### src/rtl/parity_engine_if.sv
// Handshake/bus bundle for parity_engine: word request, mode controls and completion outputs.
// The slave modport is the engine side; the master modport is the frame FSM or bench side.
interface parity_engine_if #(
    parameter int DATA_W    = 8,
    parameter int LEN_W     = 4,
    parameter int ERR_CNT_W = 8
);
    logic [DATA_W-1:0]    P_DATA;
    logic                 DATA_VLD;
    logic                 PAR_EN;
    logic [1:0]           PAR_TYP;
    logic [LEN_W-1:0]     DATA_LEN;
    logic                 CHK_EN;
    logic                 RX_PAR_BIT;
    logic                 FLUSH;
    logic                 BUSY;
    logic                 PAR_BIT;
    logic                 PAR_VLD;
    logic                 PAR_ERR;
    logic [ERR_CNT_W-1:0] ERR_CNT;
    logic                 STATE_DBG;

    // Request semantics: DATA_VLD is a level request, taken on any edge where
    // the engine is IDLE, PAR_EN=1 and FLUSH=0; BUSY=1 means the request is
    // ignored (not queued). PAR_VLD is a single-cycle result strobe that has
    // no back-pressure; PAR_BIT/PAR_ERR stay valid until the next completion.
    modport master (
        output P_DATA, DATA_VLD, PAR_EN, PAR_TYP, DATA_LEN, CHK_EN, RX_PAR_BIT, FLUSH,
        input  BUSY, PAR_BIT, PAR_VLD, PAR_ERR, ERR_CNT, STATE_DBG
    );

    modport slave (
        input  P_DATA, DATA_VLD, PAR_EN, PAR_TYP, DATA_LEN, CHK_EN, RX_PAR_BIT, FLUSH,
        output BUSY, PAR_BIT, PAR_VLD, PAR_ERR, ERR_CNT, STATE_DBG
    );
endinterface

### src/rtl/parity_engine.sv
// Bit-serial UART parity engine (even/odd/mark/space, optional RX check).
// Optional saturating error counter enabled by defining PARITY_ERR_CNT_EN.
module parity_engine #(
    parameter int DATA_W    = 8,
    parameter int LEN_W     = 4,
    parameter int ERR_CNT_W = 8
) (
    input  logic           CLK,
    input  logic           RST,
    parity_engine_if.slave bus
);

    typedef enum logic {
        IDLE = 1'b0,
        CALC = 1'b1
    } state_t;

    localparam logic [LEN_W-1:0] FULL_LEN = LEN_W'(DATA_W);

    state_t            state, state_nxt;
    logic [DATA_W-1:0] sreg, sreg_nxt;
    logic              acc, acc_nxt;
    logic [LEN_W-1:0]  cnt, cnt_nxt;
    logic [LEN_W-1:0]  len_q, len_nxt;
    logic [1:0]        typ_q, typ_nxt;
    logic              par_bit, par_bit_nxt;
    logic              par_vld, par_vld_nxt;
    logic              par_err, par_err_nxt;

    logic              acc_step;
    logic [LEN_W-1:0]  cnt_step;
    logic [LEN_W-1:0]  len_eff;
    logic              final_bit;

    // Out-of-range lengths (0 or above DATA_W) fall back to the full word.
    always_comb begin
        if ((bus.DATA_LEN != '0) && (bus.DATA_LEN <= FULL_LEN)) begin
            len_eff = bus.DATA_LEN;
        end else begin
            len_eff = FULL_LEN;
        end
    end

    always_comb begin
        acc_step = acc ^ sreg[0];
        cnt_step = cnt + 1'b1;
        case (typ_q)
            2'b00:   final_bit = acc_step;
            2'b01:   final_bit = ~acc_step;
            2'b10:   final_bit = 1'b1;
            default: final_bit = 1'b0;
        endcase
    end

    always_ff @(posedge CLK or negedge RST) begin
        if (!RST) begin
            state   <= IDLE;
            sreg    <= '0;
            acc     <= 1'b0;
            cnt     <= '0;
            len_q   <= '0;
            typ_q   <= 2'b00;
            par_bit <= 1'b0;
            par_vld <= 1'b0;
            par_err <= 1'b0;
        end else begin
            state   <= state_nxt;
            sreg    <= sreg_nxt;
            acc     <= acc_nxt;
            cnt     <= cnt_nxt;
            len_q   <= len_nxt;
            typ_q   <= typ_nxt;
            par_bit <= par_bit_nxt;
            par_vld <= par_vld_nxt;
            par_err <= par_err_nxt;
        end
    end

    always_comb begin
        state_nxt   = state;
        sreg_nxt    = sreg;
        acc_nxt     = acc;
        cnt_nxt     = cnt;
        len_nxt     = len_q;
        typ_nxt     = typ_q;
        par_bit_nxt = par_bit;
        par_vld_nxt = 1'b0;
        par_err_nxt = par_err;

        // FLUSH dominates both a new request and the completing edge.
        if (bus.FLUSH) begin
            state_nxt = IDLE;
            cnt_nxt   = '0;
            acc_nxt   = 1'b0;
        end else begin
            case (state)
                IDLE: begin
                    if (bus.DATA_VLD && bus.PAR_EN) begin
                        state_nxt = CALC;
                        sreg_nxt  = bus.P_DATA;
                        len_nxt   = len_eff;
                        typ_nxt   = bus.PAR_TYP;
                        cnt_nxt   = '0;
                        acc_nxt   = 1'b0;
                    end
                end
                CALC: begin
                    acc_nxt  = acc_step;
                    sreg_nxt = sreg >> 1;
                    cnt_nxt  = cnt_step;
                    if (cnt_step == len_q) begin
                        state_nxt   = IDLE;
                        par_vld_nxt = 1'b1;
                        par_bit_nxt = final_bit;
                        par_err_nxt = bus.CHK_EN & (final_bit != bus.RX_PAR_BIT);
                    end
                end
                default: begin
                    state_nxt = IDLE;
                end
            endcase
        end
    end

`ifdef PARITY_ERR_CNT_EN
    logic [ERR_CNT_W-1:0] err_cnt;

    always_ff @(posedge CLK or negedge RST) begin
        if (!RST) begin
            err_cnt <= '0;
        end else if (bus.FLUSH) begin
            err_cnt <= '0;
        end else if (par_vld_nxt && par_err_nxt && (err_cnt != '1)) begin
            err_cnt <= err_cnt + 1'b1;
        end
    end

    assign bus.ERR_CNT = err_cnt;
`else
    assign bus.ERR_CNT = '0;
`endif

    assign bus.BUSY      = (state == CALC);
    assign bus.PAR_BIT   = par_bit;
    assign bus.PAR_VLD   = par_vld;
    assign bus.PAR_ERR   = par_err;
    assign bus.STATE_DBG = state;

endmodule

### src/flat_wrapper.sv
// flat-port wrapper written by rule: the top's interface ports become plain ports
module parity_engine_flat 
#(
    parameter int DATA_W    = 8,
    parameter int LEN_W     = 4,
    parameter int ERR_CNT_W = 8
)
  (CLK, RST, bus_P_DATA, bus_DATA_VLD, bus_PAR_EN, bus_PAR_TYP, bus_DATA_LEN, bus_CHK_EN, bus_RX_PAR_BIT, bus_FLUSH, bus_BUSY, bus_PAR_BIT, bus_PAR_VLD, bus_PAR_ERR, bus_ERR_CNT, bus_STATE_DBG);
  parity_engine_if #(.DATA_W(DATA_W), .LEN_W(LEN_W), .ERR_CNT_W(ERR_CNT_W)) bus_i ();
  input  logic CLK;
  input  logic RST;
  input wire logic [$bits(bus_i.P_DATA)-1:0] bus_P_DATA;
  input wire logic [$bits(bus_i.DATA_VLD)-1:0] bus_DATA_VLD;
  input wire logic [$bits(bus_i.PAR_EN)-1:0] bus_PAR_EN;
  input wire logic [$bits(bus_i.PAR_TYP)-1:0] bus_PAR_TYP;
  input wire logic [$bits(bus_i.DATA_LEN)-1:0] bus_DATA_LEN;
  input wire logic [$bits(bus_i.CHK_EN)-1:0] bus_CHK_EN;
  input wire logic [$bits(bus_i.RX_PAR_BIT)-1:0] bus_RX_PAR_BIT;
  input wire logic [$bits(bus_i.FLUSH)-1:0] bus_FLUSH;
  output wire logic [$bits(bus_i.BUSY)-1:0] bus_BUSY;
  output wire logic [$bits(bus_i.PAR_BIT)-1:0] bus_PAR_BIT;
  output wire logic [$bits(bus_i.PAR_VLD)-1:0] bus_PAR_VLD;
  output wire logic [$bits(bus_i.PAR_ERR)-1:0] bus_PAR_ERR;
  output wire logic [$bits(bus_i.ERR_CNT)-1:0] bus_ERR_CNT;
  output wire logic [$bits(bus_i.STATE_DBG)-1:0] bus_STATE_DBG;
  assign bus_i.P_DATA = bus_P_DATA;
  assign bus_i.DATA_VLD = bus_DATA_VLD;
  assign bus_i.PAR_EN = bus_PAR_EN;
  assign bus_i.PAR_TYP = bus_PAR_TYP;
  assign bus_i.DATA_LEN = bus_DATA_LEN;
  assign bus_i.CHK_EN = bus_CHK_EN;
  assign bus_i.RX_PAR_BIT = bus_RX_PAR_BIT;
  assign bus_i.FLUSH = bus_FLUSH;
  assign bus_BUSY = bus_i.BUSY;
  assign bus_PAR_BIT = bus_i.PAR_BIT;
  assign bus_PAR_VLD = bus_i.PAR_VLD;
  assign bus_PAR_ERR = bus_i.PAR_ERR;
  assign bus_ERR_CNT = bus_i.ERR_CNT;
  assign bus_STATE_DBG = bus_i.STATE_DBG;
  parity_engine #(.DATA_W(DATA_W), .LEN_W(LEN_W), .ERR_CNT_W(ERR_CNT_W)) u_core (.CLK(CLK), .RST(RST), .bus(bus_i));
endmodule
### config.mk
export PLATFORM = sky130hd
export DESIGN_NAME = parity_engine_flat
export DESIGN_NICKNAME = d
export VERILOG_FILES = /design/src/rtl/parity_engine_if.sv /design/src/rtl/parity_engine.sv /design/src/flat_wrapper.sv
export SDC_FILE = /design/constraint.sdc
export NUM_CORES = 1
export LEC_CHECK = 0
export BUFFER_PORTS_ARGS = -buffer_cell sky130_fd_sc_hd__buf_2
export CORE_UTILIZATION = 45
export DETAILED_ROUTE_END_ITERATION = 10
export PLACE_DENSITY_LB_ADDON = 0.15
export REMOVE_ABC_BUFFERS = 1
export SLEW_MARGIN = 30
export SYNTH_ARGS = -nofsm -noshare
export SYNTH_HDL_FRONTEND = slang
export SYNTH_SLANG_ARGS = --single-unit
### constraint.sdc
create_clock -name CLK -period 1.65 [get_ports CLK]
set_input_delay 0.33 -clock CLK [delete_from_list [all_inputs] [get_ports CLK]]
set_output_delay 0.33 -clock CLK [all_outputs]
set_load 0.03 [all_outputs]
==> results of run 1 <==
worst paths after layout:
check / cells past startpoint / slack, ns / end
worst max-delay path: 5 / 0.05 / u_core.bus.PAR_BIT$_DFFE_PN0P_
worst min-delay path: 2 / 0.24 / u_core.typ_q[1]$_DFFE_PN0P_
worst max register to register: 5 / 0.05 / u_core.bus.PAR_BIT$_DFFE_PN0P_
worst min register to register: 2 / 0.50 / u_core.sreg[6]$_DFFE_PN0P_
max in group asynchronous: 2 / 0.78 / u_core.bus.BUSY$_DFF_PN0_
min in group asynchronous: 2 / 0.51 / u_core.bus.PAR_VLD$_DFF_PN0_
what timing repair did:
action	in CTS	in global routing
endpoints found under the setup margin	2	4
pin swaps	2	2
buffers inserted	2	1
endpoints found under the hold margin	23	0
hold buffers	1	0
resized for setup	3	7
report_power, final:
| part | total, mW | internal (mW) | switching [mW] |
|---|---|---|---|
| combinational | 0.361 | 0.169 | 0.192 |
| sequential | 0.721 | 0.652 | 0.0690 |
| clock | 0.257 | 0.0943 | 0.163 |
| total | 1.34 | 0.915 | 0.424 |
Yosys cell counts:
library cell  number
nand4b_2           1
nand3b_1          10
ha_1               1
conb_1             1
xnor2_1            4
nor3_2             1
a21oi_1            7
a22o_1             1
mux2i_1            7
buf_4             10
clkbuf_1           1
inv_1              4
o21ai_1           10
mux2_1             4
nand2b_1           2
o221ai_1           1
nor3_1             1
xnor3_1            1
xor2_1             3
nor2_1             4
and2_1             1
a211o_1            1
nand2_1           12
and3_1             1
or2_1              1
buf_2              3
dfrtp_1           23
and3_4             1
a31oi_1            1
sequential cells by signal, summed over array words and instances (netlist names):
register	count
u_core.bus.PAR_BIT	1
u_core.bus.PAR_VLD	1
u_core.bus.BUSY	1
u_core.cnt	4
u_core.acc	1
u_core.len_q	4
u_core.bus.PAR_ERR	1
u_core.typ_q	2
u_core.sreg	8
cell families (layout without fill, tap and decap cells):
| logic type | count (synthesis) | count (layout) | share of synthesized area [%] |
|---|---|---|---|
| fa+ha+maj | 1 | 1 | 1.02 |
| flops | 23 | 23 | 47.0 |
| compound gates | 21 | 21 | 9.60 |
| buf+inv | 18 | 41 | 8.89 |
| xor+xnor | 8 | 8 | 6.84 |
| simple gates | 35 | 35 | 17.0 |
| mux | 11 | 11 | 9.40 |
| other cells | 1 | 8 | 0.306 |
worst max-delay path, delay by kind of cell (launching register included):
family,cells,cell delay [ns]
xor gates and xnor gates,1,0.14
adders and majority gates,1,0.26
DFF,1,0.44
muxes,1,0.31
and+or+nand+nor,2,0.35
routing by layer:
layer	vias to the layer above	GRT usage, %
met5	-	0
met4	0	6.41
met3	2	5.37
met2	17	33.1
met1	421	18.3
li1	450	-
metrics by stage:
step	cells	util [%]
4_1_cts	178	56.7
6_report	178	58.2
2_1_floorplan	111	-
3_5_place_dp	171	53.8
5_1_grt	178	58.2
3_3_place_gp	171	53.8
final cells by class:
cell class,instances,share of cell area [%]
Multi-Input combinational cell,84,42.5
Sequential cell,23,39.3
Timing Repair Buffer,33,12.8
Tap cell,30,2.56
Clock buffer,4,1.79
Inverter,4,1.02
cell usage in the layout, fill, tap and decap left out, drive strengths merged, types with 7 or more instances in the layout:
cell type  netlist  layout
o21ai           10      10
mux2i            7       7
nand3b          10      10
conb             1       8
a21oi            7       7
buf             13      32
dfrtp           23      23
nand2           12      12
==> out/results.ini, run 1 <==
[routing]
wl_met1_microns = 968
drtPass1Iterations = 4
wl_met2_mm = 1.17
dr_wl_met3_microns = 78
ant_nets = 0
wl_per_cell_microns = 12.6
vias = 890
top_layer = met4
viasPerCell = 5.00
drtIter0Drc = 1
wirelength_mm = 2.23
drcViolationCount = 0

[floorplanning]
die_h_microns = 54.2
die_x_microns = 54.2
core.rowCount = 18
start_util_pct = 48.6
ios = 34
core_area_sq_um = 2520
die_area_sq_um = 2930

[final_layout]
multi_input_area_sq_um = 624
drive_above_1_share_pct = 31.8
stdcell_area_sq_um = 1470
final_nets = 171
register_area_sq_um = 577
num-fill-cells = 229
areaGrowthSynthToFinish_pct = 19.8
diodes = 0

[critical_path]
cpMaxStageDelayCell = dfrtp_1
end_kind = flop
worstSetupPathType = flop to flop
critPathMaxFanout = 3
crit_start = u_core.cnt[0]$_DFFE_PN0P_
start_kind = flop
cp.required_ns = 1.86
r2r_start = u_core.cnt[0]$_DFFE_PN0P_
critical_path_arrival_ns = 1.81
cp_slowest_stage_delay_ns = 0.44
critical_path.cell_chain = ha_4 -> xnor2_2 -> and3_4 -> nand4b_4 -> mux2_4

[logic_synthesis]
ys_types = 29
yosysWarnings = 0
synthesis.area_sq_um = 1220
synth_area_leaders = dfrtp_1 (47%), buf_4 (6.1%), nand3b_1 (6.1%), mux2i_1 (5.7%), o21ai_1 (4.1%)
synth_seq_area_share_pct = 47.0
synth_seq_cells = 23
yosysTopAreaCell = dfrtp_1
netlist.area_leader.share_pct = 47.0
syn_inst = 118
syn_avg_cell_area_sq_um = 10.4

[place]
preCtsSetupSlack_ns = -0.0117
io_buffers = 25
dpl-instance-area_sq_um = 1360
gp_congestion = 0.781
dpl.hpwl_mm = 1.70

[grt]
grt_max_degree = 24
antenna_found_initial = 0
grt_pass1_vias = 873
grt_usage_pct = 17.8
grt_pass1_wl_mm = 3.62
overflow = 0

[timing]
post-route-period-util_pct = 96.8
tightest_slew_ns = 0.519
period_needed_ns = 1.60
holdWs_ns = 0.235
fin_ws_ns = 0.0531
max_slew_margin_pct = 65.4
fin_skew_ns = 0.00638
fmax_mhz = 626
fin_tns_setup_ns = 0
hold_viol = 0
slew_violations = 0
setup_viol = 0

[power]
p_total_mw = 1.34
power.leakage_nw = 0.720
vdd_drop_max_v = 0.000679
p_per_area_nw_per_um2 = 912

[hold_path]
hp-class = primary input to flop
hold_start = bus_PAR_TYP[1]

[clock_network]
h-tree-depth = 1
cts.sinks = 23
clk_pin_slew_worst_paths_ns = 0.12
cts_buffers = 3
tritoncts = yes
clock_latency_ns = 0.31
cts_root_buf = clkbuf_4
clk_path_buf_depth = 2

[outcome]
outcome = finished, final reports clean

[run]
cap_viol_max_count = 0

Note: power is estimated with default switching activity, not from simulation.
==> inputs of run 2 (changes only) <==
Clock period 1.65 ns to 1.7 ns, I/O delays scaled along.
==> out/results.ini, run 2 (synthesis results as in run 1) <==
[floorplanning]
core_area_sq_um = 2520  ; unchanged
ios = 34  ; unchanged
die_x_microns = 54.2  ; unchanged
die_area_sq_um = 2930  ; unchanged
die_h_microns = 54.2  ; unchanged
start_util_pct = 48.6  ; unchanged
core.rowCount = 18  ; unchanged

[final_layout]
drive_above_1_share_pct = 29.1  ; -2.7 points
final_cells = 178  ; unchanged
final_cell_mix = buf_2 (25), dfrtp_1 (23), nand2_1 (12), nand3b_1 (10), o21ai_1 (10)
largest-register = u_core.sreg
num-fill-cells = 244  ; +6.6%
diodes = 0  ; unchanged
largestRegisters = u_core.sreg: 8 flops, u_core.cnt: 4 flops, u_core.len_q: 4 flops
post-route-util_pct = 57.5  ; -0.64 points
final_nets = 171  ; unchanged
largest_reg_flops = 8  ; unchanged
areaGrowthSynthToFinish_pct = 18.5
final_common_cell = buf_2

[critical_path]
cp_slowest_stage_delay_ns = 0.45  ; about the same
critical_path.cell_chain = ha_4 -> xnor2_1 -> and3_4 -> nand4b_4 -> mux2_1
r2r_start = u_core.cnt[1]$_DFFE_PN0P_
crit_start = u_core.cnt[1]$_DFFE_PN0P_
endpoint = u_core.bus.PAR_ERR$_DFFE_PN0P_
end_kind = flop
cp.required_ns = 1.90  ; +0.04 ns
worstSetupPathType = flop to flop
cp.depth = 5  ; unchanged
cpMaxStageDelayCell = dfrtp_1
reg2regPathDepth = 5  ; unchanged
r2r-end = u_core.bus.PAR_ERR$_DFFE_PN0P_
critPathMaxFanout = 3  ; unchanged
critical_path.top_delay_family = flip-flops
rrSetupSlack_ns = 0.08  ; +0.03 ns
critical_path_arrival_ns = 1.82  ; about the same
path_buf_inv = 0  ; unchanged
start_kind = flop

[routing]
dr_wl_met3_microns = 88  ; +13%
top_layer = met4
drtIter0Drc = 9  ; +8
wl_met2_mm = 1.13  ; -3.2%
drcViolationCount = 0  ; unchanged
wirelength_mm = 2.23  ; -0.13%
wl_met1_microns = 997  ; +3.0%
wl_per_cell_microns = 12.5  ; -0.13%
drtPass1Iterations = 4  ; unchanged
vias = 893  ; +0.34%
ant_nets = 0  ; unchanged
viasPerCell = 5.02  ; +0.34%

[place]
dpl.hpwl_mm = 1.66  ; -2.2%
io_buffers = 25  ; unchanged
place_inst = 171  ; unchanged
gp_congestion = 0.755  ; -3.3%

[clock_network]
cts_buffers = 3  ; unchanged
h-tree-depth = 1  ; unchanged
clk_path_buf_depth = 2  ; unchanged
clk_pin_slew_worst_paths_ns = 0.12  ; about the same
clock_latency_ns = 0.31  ; about the same
cts_root_buf = clkbuf_4
cts.sinks = 23  ; unchanged
tritoncts = yes

[timing]
fmax_mhz = 618  ; -1.4%
hold_viol = 0  ; unchanged
max_slew_margin_pct = 65.7  ; +0.35 points
slew_violations = 0  ; unchanged
post-route-period-util_pct = 95.3  ; -1.5 points
fin_skew_ns = 0.00229  ; -0.00409 ns
setup_viol = 0  ; unchanged
fin_tns_setup_ns = 0  ; unchanged
period_needed_ns = 1.62  ; +0.0223 ns
tightest_slew_ns = 0.514  ; -0.00529 ns

[hold_path]
hold_start = bus_P_DATA[7]
hold_depth = 2  ; unchanged
hp-class = primary input to flop

[grt]
antenna_found_initial = 0  ; unchanged
grt_pass1_wl_mm = 3.57  ; -1.1%
overflow = 0  ; unchanged
grt_max_degree = 24  ; unchanged
grt_usage_pct = 17.5  ; -0.30 points
grt_pass1_vias = 849  ; -2.7%

[outcome]
outcome = finished, final reports clean

[power]
power.leakage_nw = 0.714  ; -0.74%
vdd_drop_max_v = 0.000631  ; -7.1%
p_per_area_nw_per_um2 = 885  ; -3.0%

[run]
cap_viol_max_count = 0  ; unchanged

-- run 2: cell types whose count changed in the layout (fill, tap and decap cells not counted) --
cell | before | now
xnor2_2 | 2 | 1
xnor3_1 | 0 | 1
mux2_4 | 2 | 0
clkinv_2 | 0 | 1
xnor3_2 | 1 | 0
mux2_1 | 2 | 4
dfrtp_2 | 1 | 0
xnor2_1 | 2 | 3
clkbuf_1 | 1 | 0
dfrtp_1 | 22 | 23
-- run 2: worst reg2reg max path, cell delays in order, from the launching register on --
cell and delay, ns:
dfrtp_1 0.45, ha_4 0.30, xnor2_1 0.11, and3_4 0.22
nand4b_4 0.12, mux2_1 0.32
-- run 2: power breakdown --
group	total, mW	switching [mW]	leakage (nW)	internal [mW]
sequential	0.698	0.0653	0.297	0.632
clock	0.248	0.160	0.0177	0.0879
combinational	0.339	0.186	0.399	0.153
-- run 2: through the flow --
step	hold WS [ns]	setup slack, ns	cell area (sq um)	power (mW)
5_1_grt	0.217	-0.00462	1450	1.39
3_3_place_gp	0.340	0.0968	1360	1.01
3_5_place_dp	0.342	0.0286	1360	1.03
6_report	0.239	0.0807	1450	1.29
4_1_cts	0.233	0.0126	1400	1.28
2_1_floorplan	0.0444	-0.211	1160	0.918
-- run 2: worst min path at each step --
stage | endpoint | slack, ns
after global placement | u_core.len_q[1]$_DFFE_PN0P_ | 0.34
final | u_core.sreg[7]$_DFFE_PN0P_ | 0.24
after global routing | u_core.typ_q[1]$_DFFE_PN0P_ | 0.22
after CTS | u_core.sreg[7]$_DFFE_PN0P_ | 0.23
after floorplan | u_core.acc$_DFFE_PN0P_ | 0.04
after detailed placement | u_core.bus.PAR_VLD$_DFF_PN0_ | 0.34
-- run 2: cell type report --
class                           count  area, sq um  area share [%]
Sequential cell                    23          576            39.7
Timing Repair Buffer               33          188            12.9
Clock buffer                        3         22.5            1.55
Inverter                            4         15.0            1.03
Tap cell                           30         37.5            2.59
Clock inverter                      1         5.00           0.345
Multi-Input combinational cell     84          608            41.9
-- run 2: routing by layer --
layer	GRT usage, %	vias up
met2	31.3	19
met1	20.2	426
met3	5.93	2
met4	2.56	0
met5	0	-
li1	-	446
-- run 2: what timing repair did --
action                     in CTS  in global routing
buffers inserted                0                  2
setup endpoints to repair       0                  2
hold endpoints to repair       23                  0
gates resized for setup         0                  5
hold buffers                    1                  0
